**src/rtl/bep_frame_capture.sv**
```systemverilog
// -----------------------------------------------------------------------------
// bep_frame_capture
//
// Assembles a FRAME_BITS-wide frame, MSB first, from the recovered bit stream.
// Framing comes from a sliding preamble hunt (PREAMBLE_SYNC=1) or from an
// external start strobe (PREAMBLE_SYNC=0). Each complete frame is checked
// against the preamble and a constant mask. Only frames that pass are
// published to frame_out, so the display path never sees a partial or
// rejected frame. Rejected, aborted and timed-out frames are counted.
//
// state   | meaning
// --------+--------------------------------------------------------------
// HUNT    | waiting for a preamble match or a frame_start strobe
// CAPTURE | shifting frame bits in, with the inter-bit timeout running
//
// Ports
//   clock        system clock; all logic is on the rising edge
//   reset        synchronous, active-high reset
//   bit_valid    one-cycle strobe; bit_data holds a new bit
//   bit_data     recovered data bit
//   frame_start  start strobe, used only when PREAMBLE_SYNC=0
//   frame_out    last validated frame; bit FRAME_BITS-1 was received first
//   frame_valid  one-cycle pulse; frame_out has just been updated
//   frame_error  one-cycle pulse; a frame was rejected, aborted or timed out
//   busy         high while in CAPTURE
//   ok_count     validated frames, saturating
//   err_count    rejected/aborted/timed-out frames, saturating
// -----------------------------------------------------------------------------
module bep_frame_capture #(
    parameter int                        FRAME_BITS     = 192,
    parameter int                        PREAMBLE_BITS  = 32,
    parameter logic [PREAMBLE_BITS-1:0]  PREAMBLE       = 32'hFFFF_FFFF,
    parameter bit                        PREAMBLE_SYNC  = 1'b1,
    parameter logic [FRAME_BITS-1:0]     CHECK_MASK     = '0,
    parameter logic [FRAME_BITS-1:0]     CHECK_VALUE    = '0,
    parameter int                        TIMEOUT_CYCLES = 4096,
    parameter int                        ERR_W          = 8
) (
    input  logic                  clock,
    input  logic                  reset,
    input  logic                  bit_valid,
    input  logic                  bit_data,
    input  logic                  frame_start,
    output logic [FRAME_BITS-1:0] frame_out,
    output logic                  frame_valid,
    output logic                  frame_error,
    output logic                  busy,
    output logic [ERR_W-1:0]      ok_count,
    output logic [ERR_W-1:0]      err_count
);

    localparam int CNT_W  = $clog2(FRAME_BITS + 1);
    localparam int TO_W   = $clog2(TIMEOUT_CYCLES + 1);
    localparam int FILL_W = $clog2(PREAMBLE_BITS + 1);

    localparam logic [CNT_W-1:0]  FRAME_FULL = CNT_W'(FRAME_BITS);
    localparam logic [CNT_W-1:0]  PRE_COUNT  = CNT_W'(PREAMBLE_BITS);
    localparam logic [TO_W-1:0]   TO_FULL    = TO_W'(TIMEOUT_CYCLES);
    localparam logic [FILL_W-1:0] FILL_FULL  = FILL_W'(PREAMBLE_BITS);

    typedef enum logic {HUNT, CAPTURE} state_t;

    state_t                state;
    logic [FRAME_BITS-1:0] shift_reg;
    logic [CNT_W-1:0]      bit_cnt;
    logic [TO_W-1:0]       to_cnt;
    logic [FILL_W-1:0]     fill_cnt;

    logic [FRAME_BITS-1:0] shift_next;
    logic [FRAME_BITS-1:0] first_bit_reg;
    logic [FILL_W-1:0]     fill_next;
    logic [CNT_W-1:0]      cnt_next;
    logic [TO_W-1:0]       to_next;
    logic                  pre_hit;
    logic                  frame_ok;
    logic                  start_hit;

    // Matches and validation look at the register including this cycle's bit.
    assign shift_next    = {shift_reg[FRAME_BITS-2:0], bit_data};
    assign first_bit_reg = {{(FRAME_BITS-1){1'b0}}, bit_data};
    assign fill_next     = (fill_cnt == FILL_FULL) ? fill_cnt : fill_cnt + FILL_W'(1);
    assign cnt_next      = bit_cnt + CNT_W'(1);
    assign to_next       = to_cnt + TO_W'(1);
    assign pre_hit       = (shift_next[PREAMBLE_BITS-1:0] == PREAMBLE);
    assign frame_ok      = (shift_next[FRAME_BITS-1 -: PREAMBLE_BITS] == PREAMBLE) &&
                           ((shift_next & CHECK_MASK) == (CHECK_VALUE & CHECK_MASK));
    assign start_hit     = (PREAMBLE_SYNC == 1'b0) && frame_start;

    always_ff @(posedge clock) begin
        if (reset) begin
            state       <= HUNT;
            shift_reg   <= '0;
            bit_cnt     <= '0;
            to_cnt      <= '0;
            fill_cnt    <= '0;
            frame_out   <= '0;
            frame_valid <= 1'b0;
            frame_error <= 1'b0;
            busy        <= 1'b0;
            ok_count    <= '0;
            err_count   <= '0;
        end else begin
            frame_valid <= 1'b0;
            frame_error <= 1'b0;
            case (state)
                HUNT: begin
                    if (start_hit) begin
                        state     <= CAPTURE;
                        busy      <= 1'b1;
                        to_cnt    <= '0;
                        shift_reg <= bit_valid ? first_bit_reg : '0;
                        bit_cnt   <= bit_valid ? CNT_W'(1) : '0;
                    end else if (PREAMBLE_SYNC && bit_valid) begin
                        shift_reg <= shift_next;
                        fill_cnt  <= fill_next;
                        if ((fill_next == FILL_FULL) && pre_hit) begin
                            state   <= CAPTURE;
                            busy    <= 1'b1;
                            bit_cnt <= PRE_COUNT;
                            to_cnt  <= '0;
                        end
                    end
                end
                CAPTURE: begin
                    if (start_hit) begin
                        // Abort the frame in flight and restart in the same cycle.
                        frame_error <= 1'b1;
                        if (err_count != '1) err_count <= err_count + ERR_W'(1);
                        to_cnt    <= '0;
                        shift_reg <= bit_valid ? first_bit_reg : '0;
                        bit_cnt   <= bit_valid ? CNT_W'(1) : '0;
                    end else if (bit_valid) begin
                        shift_reg <= shift_next;
                        bit_cnt   <= cnt_next;
                        to_cnt    <= '0;
                        if (cnt_next == FRAME_FULL) begin
                            state    <= HUNT;
                            busy     <= 1'b0;
                            // A new preamble must be seen in full after each frame.
                            fill_cnt <= '0;
                            if (frame_ok) begin
                                frame_out   <= shift_next;
                                frame_valid <= 1'b1;
                                if (ok_count != '1) ok_count <= ok_count + ERR_W'(1);
                            end else begin
                                frame_error <= 1'b1;
                                if (err_count != '1) err_count <= err_count + ERR_W'(1);
                            end
                        end
                    end else if (to_next == TO_FULL) begin
                        state       <= HUNT;
                        busy        <= 1'b0;
                        fill_cnt    <= '0;
                        to_cnt      <= '0;
                        frame_error <= 1'b1;
                        if (err_count != '1) err_count <= err_count + ERR_W'(1);
                    end else begin
                        to_cnt <= to_next;
                    end
                end
                default: state <= HUNT;
            endcase
        end
    end

endmodule

```
**config.mk**
```make
export PLATFORM = sky130hd
export DESIGN_NAME = bep_frame_capture
export DESIGN_NICKNAME = d
export VERILOG_FILES = /design/src/rtl/bep_frame_capture.sv
export SDC_FILE = /design/constraint.sdc
export NUM_CORES = 1
export LEC_CHECK = 0
export CAP_MARGIN = 20
export CORE_ASPECT_RATIO = 0.8
export CORE_UTILIZATION = 35
export CTS_CLUSTER_DIAMETER = 200
export DETAILED_ROUTE_END_ITERATION = 10
export SLEW_MARGIN = 20
export SYNTH_ARGS = -nofsm -noshare
export SYNTH_HDL_FRONTEND = slang
export SYNTH_SLANG_ARGS = --single-unit
export TNS_END_PERCENT = 1
```
**constraint.sdc**
```tcl
create_clock -name clock -period 2.5 [get_ports clock]
set_input_delay 0.5 -clock clock [delete_from_list [all_inputs] [get_ports clock]]
set_output_delay 0.5 -clock clock [all_outputs]
set_load 0.01 [all_outputs]
```
==> impl_metrics.toml <==
[run_status]
status = "complete, no violations"

[yosys]
ys_types = 64
yosys_warnings = 0
post-synth-top-count-cell = "dfxtp_1"
async_flop_share = 0
synth-edff-count = 0
synth_top_area_share = 0.534
synth-seq-area-share = 0.534
synth.area.top_cells = "dfxtp_1, mux2i_1, nand2_1, a21oi_1, nor2_1"
avgSynthCellArea_um2 = 8.97
yosysTopAreaCell = "dfxtp_1"
netlist_instances = 1795
synth-seq-cells = 430
syn_nets = 1807
netlist_area_mm2 = 0.0161
ys_top_cells_by_count = "dfxtp_1, nand2_1, nor2_1"
ys.flop_type = "dfxtp_1"

[layout]
antenna_cells = 0
final_nets = 1988
multiInputGateArea_mm2 = 0.00684
synthToLayoutAreaGrowth_pct = 27.1
largest_reg_flops = 192
fin_util = 0.456
drive_gt1_frac = 0.0727
nFillCells = 4353
seq_area_mm2 = 0.00861

[sta]
timing.hold.ws_ps = 300
tightest_slew_ps = 1000
hold_viol = 0
fin_crit_sh = 0.948
finClkSkew_ps = 20.0
relSlewSlack = 0.330
rsz0062_at_grt = "yes"
fmax_mhz = 422
fin_ws_ps = 129
setup_viol = 0
slew_viol_final = 0
min_period_ps = 2370

[pwr]
p_per_area_mw_per_mm2 = 674
peakVddDrop_uv = 476
p_leak_nw = 7.43
total_power_mw = 13.8

[placement]
hpwl_mm = 23.5
portBuffers = 214
gp_congestion = 0.802
dp_slack_ps = -217

[floorplanning]
die-area_mm2 = 0.0469
die_w_um = 242
start_util = 0.359
core_area_mm2 = 0.0449
die_height_um = 194
rows = 69
ios = 216

[flow_run]
drv_cap = 0

[clock_network]
cts_tree = "yes"
clk_pin_slew_ps = 60
clockRootBuffer = "clkbuf_16"
ctsHtreeMaxLevel = 2
cts_hold_buf = 0
clock_latency_ps = 570
cts_sinks = 430
clockBufferDepth = 3
cts_buffers = 45

[routing]
dr.pass1.iters = 7
dr_total_vias = 12600
vias_per_cell = 4.83
drt_iter0_markers = 700
wl_per_cell_um = 14.6
detail-route-antenna-nets = 0
drc_errors = 0
drt_wl_total_mm = 38.1

[global_routing]
grt_pass1_vias = 12000
grt_antenna_before_repair = 0
grt_first_pass_wirelength_mm = 62.1
overflow = 0
grtUsageTotal = 0.157
grt_max_degree = 136

[setup_path]
worstPathArrival_ps = 2800
cp.required_ps = 2930
critical_path_class = "reg -> reg"
setup.worst_path.start_class = "flop"
end_kind = "flop"
critPathMaxFanout = 12

[hold_path]
hp-class = "in -> reg"
-- final cells by class --
| type | instances | area share |
|---|---|---|
| tap | 603 | 0.0369 |
| multi-input combinational | 1190 | 0.334 |
| sequential | 430 | 0.421 |
| clock inverter | 16 | 0.00898 |
| inverter | 53 | 0.00972 |
| clock buffer | 62 | 0.0611 |
| timing repair buffer | 256 | 0.128 |
-- cell usage in the layout, fill, tap and decap left out, drive strengths merged, types with 9 or more instances in the layout --
cell and instances:
nand2 344, nand3 21, o21ai 16, a21oi 214, a211oi 14, buf 43, inv 56, clkbuf 63
dfxtp 430, nor2 217, nor4 10, nand4 30, clkinv 9, clkdlybuf4s50 212, mux2i 195
-- repair_timing --
action | 4_1_cts | 5_1_grt
setup buffers | 0 | 3
setup endpoints to repair | 0 | 193
gates resized for setup | 0 | 14
-- cell families (layout without fill, tap and decap cells) --
| logic type | after synthesis | count (layout) | synth area share |
|---|---|---|---|
| buffers and inverters | 177 | 387 | 0.0449 |
| AND/OR/NAND/NOR | 679 | 680 | 0.179 |
| flip-flops | 430 | 430 | 0.534 |
| adder cells (fa/ha/maj) | 7 | 7 | 0.00544 |
| multiplexers | 200 | 200 | 0.125 |
| AO/OA/AOI/OAI | 295 | 296 | 0.107 |
| XOR/XNOR | 7 | 7 | 0.00381 |
-- layer usage --
| metal | vias up | GRT usage | share of wire |
|---|---|---|---|
| met3 | 50 | 0.0540 | 0.073 |
| met1 | 5908 | 0.212 | 0.48 |
| met5 | - | 0 | 0 |
| met4 | 0 | 0.0443 | 0.017 |
| met2 | 241 | 0.237 | 0.43 |
| li1 | 6409 | - | - |
-- final timing paths --
check / startpoint / end / slack (ps) / cells after the start
hold / removal: bit_valid / state / 300 / 3
setup / recovery: to_cnt[0] / busy / 130 / 7
setup reg to reg: to_cnt[0] / busy / 130 / 7
hold reg to reg: frame_out[176] / frame_out[176] / 450 / 2
-- metrics by stage --
| stage | cell area, um^2 | std cells | setup TNS (ps) |
|---|---|---|---|
| after floorplan | 16100 | 1795 | 0 |
| after global placement | 18900 | 2526 | -3690 |
| after detailed placement | 18900 | 2526 | -3610 |
| after CTS | 20300 | 2604 | 0 |
| after global routing | 20500 | 2610 | -359 |
| final | 20500 | 2610 | 0 |
-- where the power goes --
part	switching, mW	leakage, nW	internal [mW]
clock	2.72	0.707	3.82
sequential	0.0101	3.46	6.86
combinational	0.254	3.26	0.127
-- worst max-delay path, cell delays in order (launching register included) --
cell       delay (ps)
dfxtp_1           440
nand3_2           180
or2_1             330
a2111oi_1         560
nand3_1           180
buf_4             230
nor2_1            230
nor4_1             90
No activity file was read; power rests on OpenSTA's default activity.
==> RTL edit (same settings) <==
`FRAME_BITS`: 192 -> 288.
--- a/src/rtl/bep_frame_capture.sv
+++ b/src/rtl/bep_frame_capture.sv
@@ -27,7 +27,7 @@
 //   err_count    rejected/aborted/timed-out frames, saturating
 // -----------------------------------------------------------------------------
 module bep_frame_capture #(
-    parameter int                        FRAME_BITS     = 192,
+    parameter int                        FRAME_BITS     = 288,
     parameter int                        PREAMBLE_BITS  = 32,
     parameter logic [PREAMBLE_BITS-1:0]  PREAMBLE       = 32'hFFFF_FFFF,
     parameter bit                        PREAMBLE_SYNC  = 1'b1,
Interface: changed (resized frame_out); port bits go from 216 to 312. The function was not compared with the original's and may differ.
==> RTL edit against the original RTL <==
Cell area grew 44%; the flow now finishes with violations (negative setup slack); wire length grew 42%; area after synthesis grew 40%; hold slack lost 0.027 ns; final cell count grew 43%; highest routed layer unchanged; global-route usage grew 0.32 points; first-iteration DRC count grew 32%; power grew 46%; sequential cell count grew 193; clock skew shrank 0.0023 ns; worst setup slack lost 0.17 ns; clock power grew 49%; critical path depth grew 2.
==> RTL edit: results (changes against the original RTL) <==
[placement]
placed_cells = 3601  ; +43%
placed_area_um2 = 27050  ; +43%
dp_hpwl_um = 35030  ; +49%
dp_slack_ns = -0.3329  ; -0.1163 ns

[clocking]
cts_max_level = 3  ; +1
cts_buffers = 66  ; +47%

[outcome]
violations = negative setup slack
status = finished with violations

[global_routing]
met1_usage_pct = 21.71  ; +0.49 points
grtUsageTotal_pct = 16.04  ; +0.32 points

[synthesis]
synth_nets = 2541  ; +41%
synth_compound_area_share_pct = 8.408  ; -2.3 points
synth.area.mux_share_pct = 13.15  ; +0.69 points
ys_top_cells_by_count = dfxtp_1 (623), nand2_1 (548), nor2_1 (391)

[detailed_routing]
wirelength_um = 54100  ; +42%
via_count = 17910  ; +42%
first_iter_violations = 921  ; +32%
route.met3.wl_um = 2730  ; -1.1%
met2_length_um = 24440  ; +50%

[critical_path]
critPathMaxStageDelay_ns = 0.43  ; -0.13 ns
timing.critical_path.fanout_max = 6  ; -6
cp_slowest_cell = or4_4

[pwr]
combinationalPower_mw = 0.460  ; +21%
p_seq_share_pct = 49.4  ; -0.4 points
p_switching_mw = 4.229  ; +42%
p_leak_nw = 10.94  ; +47%
ir_drop_mv = 0.4080  ; -14%
clockPowerShare_pct = 48.3  ; +0.9 points

[cells_and_area]
n_clock_buffer = 90  ; +45%
num-nonclk-buffers = 421  ; +64%
seq_share_pct = 42.40  ; +0.34 points
largest_register_ff_count = 288  ; +50%
final_nets = 2851  ; +43%
buf_share_pct = 14.33  ; +1.5 points
multi_input_area_share_pct = 32.24  ; -1.2 points
stdcell_count = 3723  ; +43%

[sta]
relSlewSlack_pct = 35.61  ; +2.6 points
clock_skew_ns = 0.01767  ; -0.002303 ns
setup_violations = 3  ; +3
fin_ws_ns = -0.04316  ; -0.1723 ns

[floorplanning]
core-area_um2 = 63100  ; +41%

-- RTL edit: cell types whose count changed after synthesis, sizes merged, moves of 40 or more --
cell and change:
nor2 +174, clkbuf +54, mux2i +98, a21oi +65
dfxtp +193, inv -40, nand2 +204
-- RTL edit: repair_timing --
action / in CTS / in global routing
pin swaps: 5 / 8
setup endpoints to repair: 315 / 334
resized for setup: 8 / 29
hold buffers: 0 / 0
setup buffers: 2 / 7
gates cloned: 0 / 1
-- RTL edit: final timing paths --
check / start / slack (ns) / cells past startpoint / to
setup / recovery: to_cnt[1]$_SDFFE_PP0P_ / -0.04 / 9 / err_count[7]$_SDFFE_PP0P_
hold reg to reg: frame_out[85]$_SDFFE_PP0P_ / 0.45 / 2 / frame_out[85]$_SDFFE_PP0P_
hold / removal: reset / 0.27 / 2 / shift_reg[52]$_SDFFE_PP0P_
setup reg to reg: to_cnt[1]$_SDFFE_PP0P_ / -0.04 / 9 / err_count[7]$_SDFFE_PP0P_
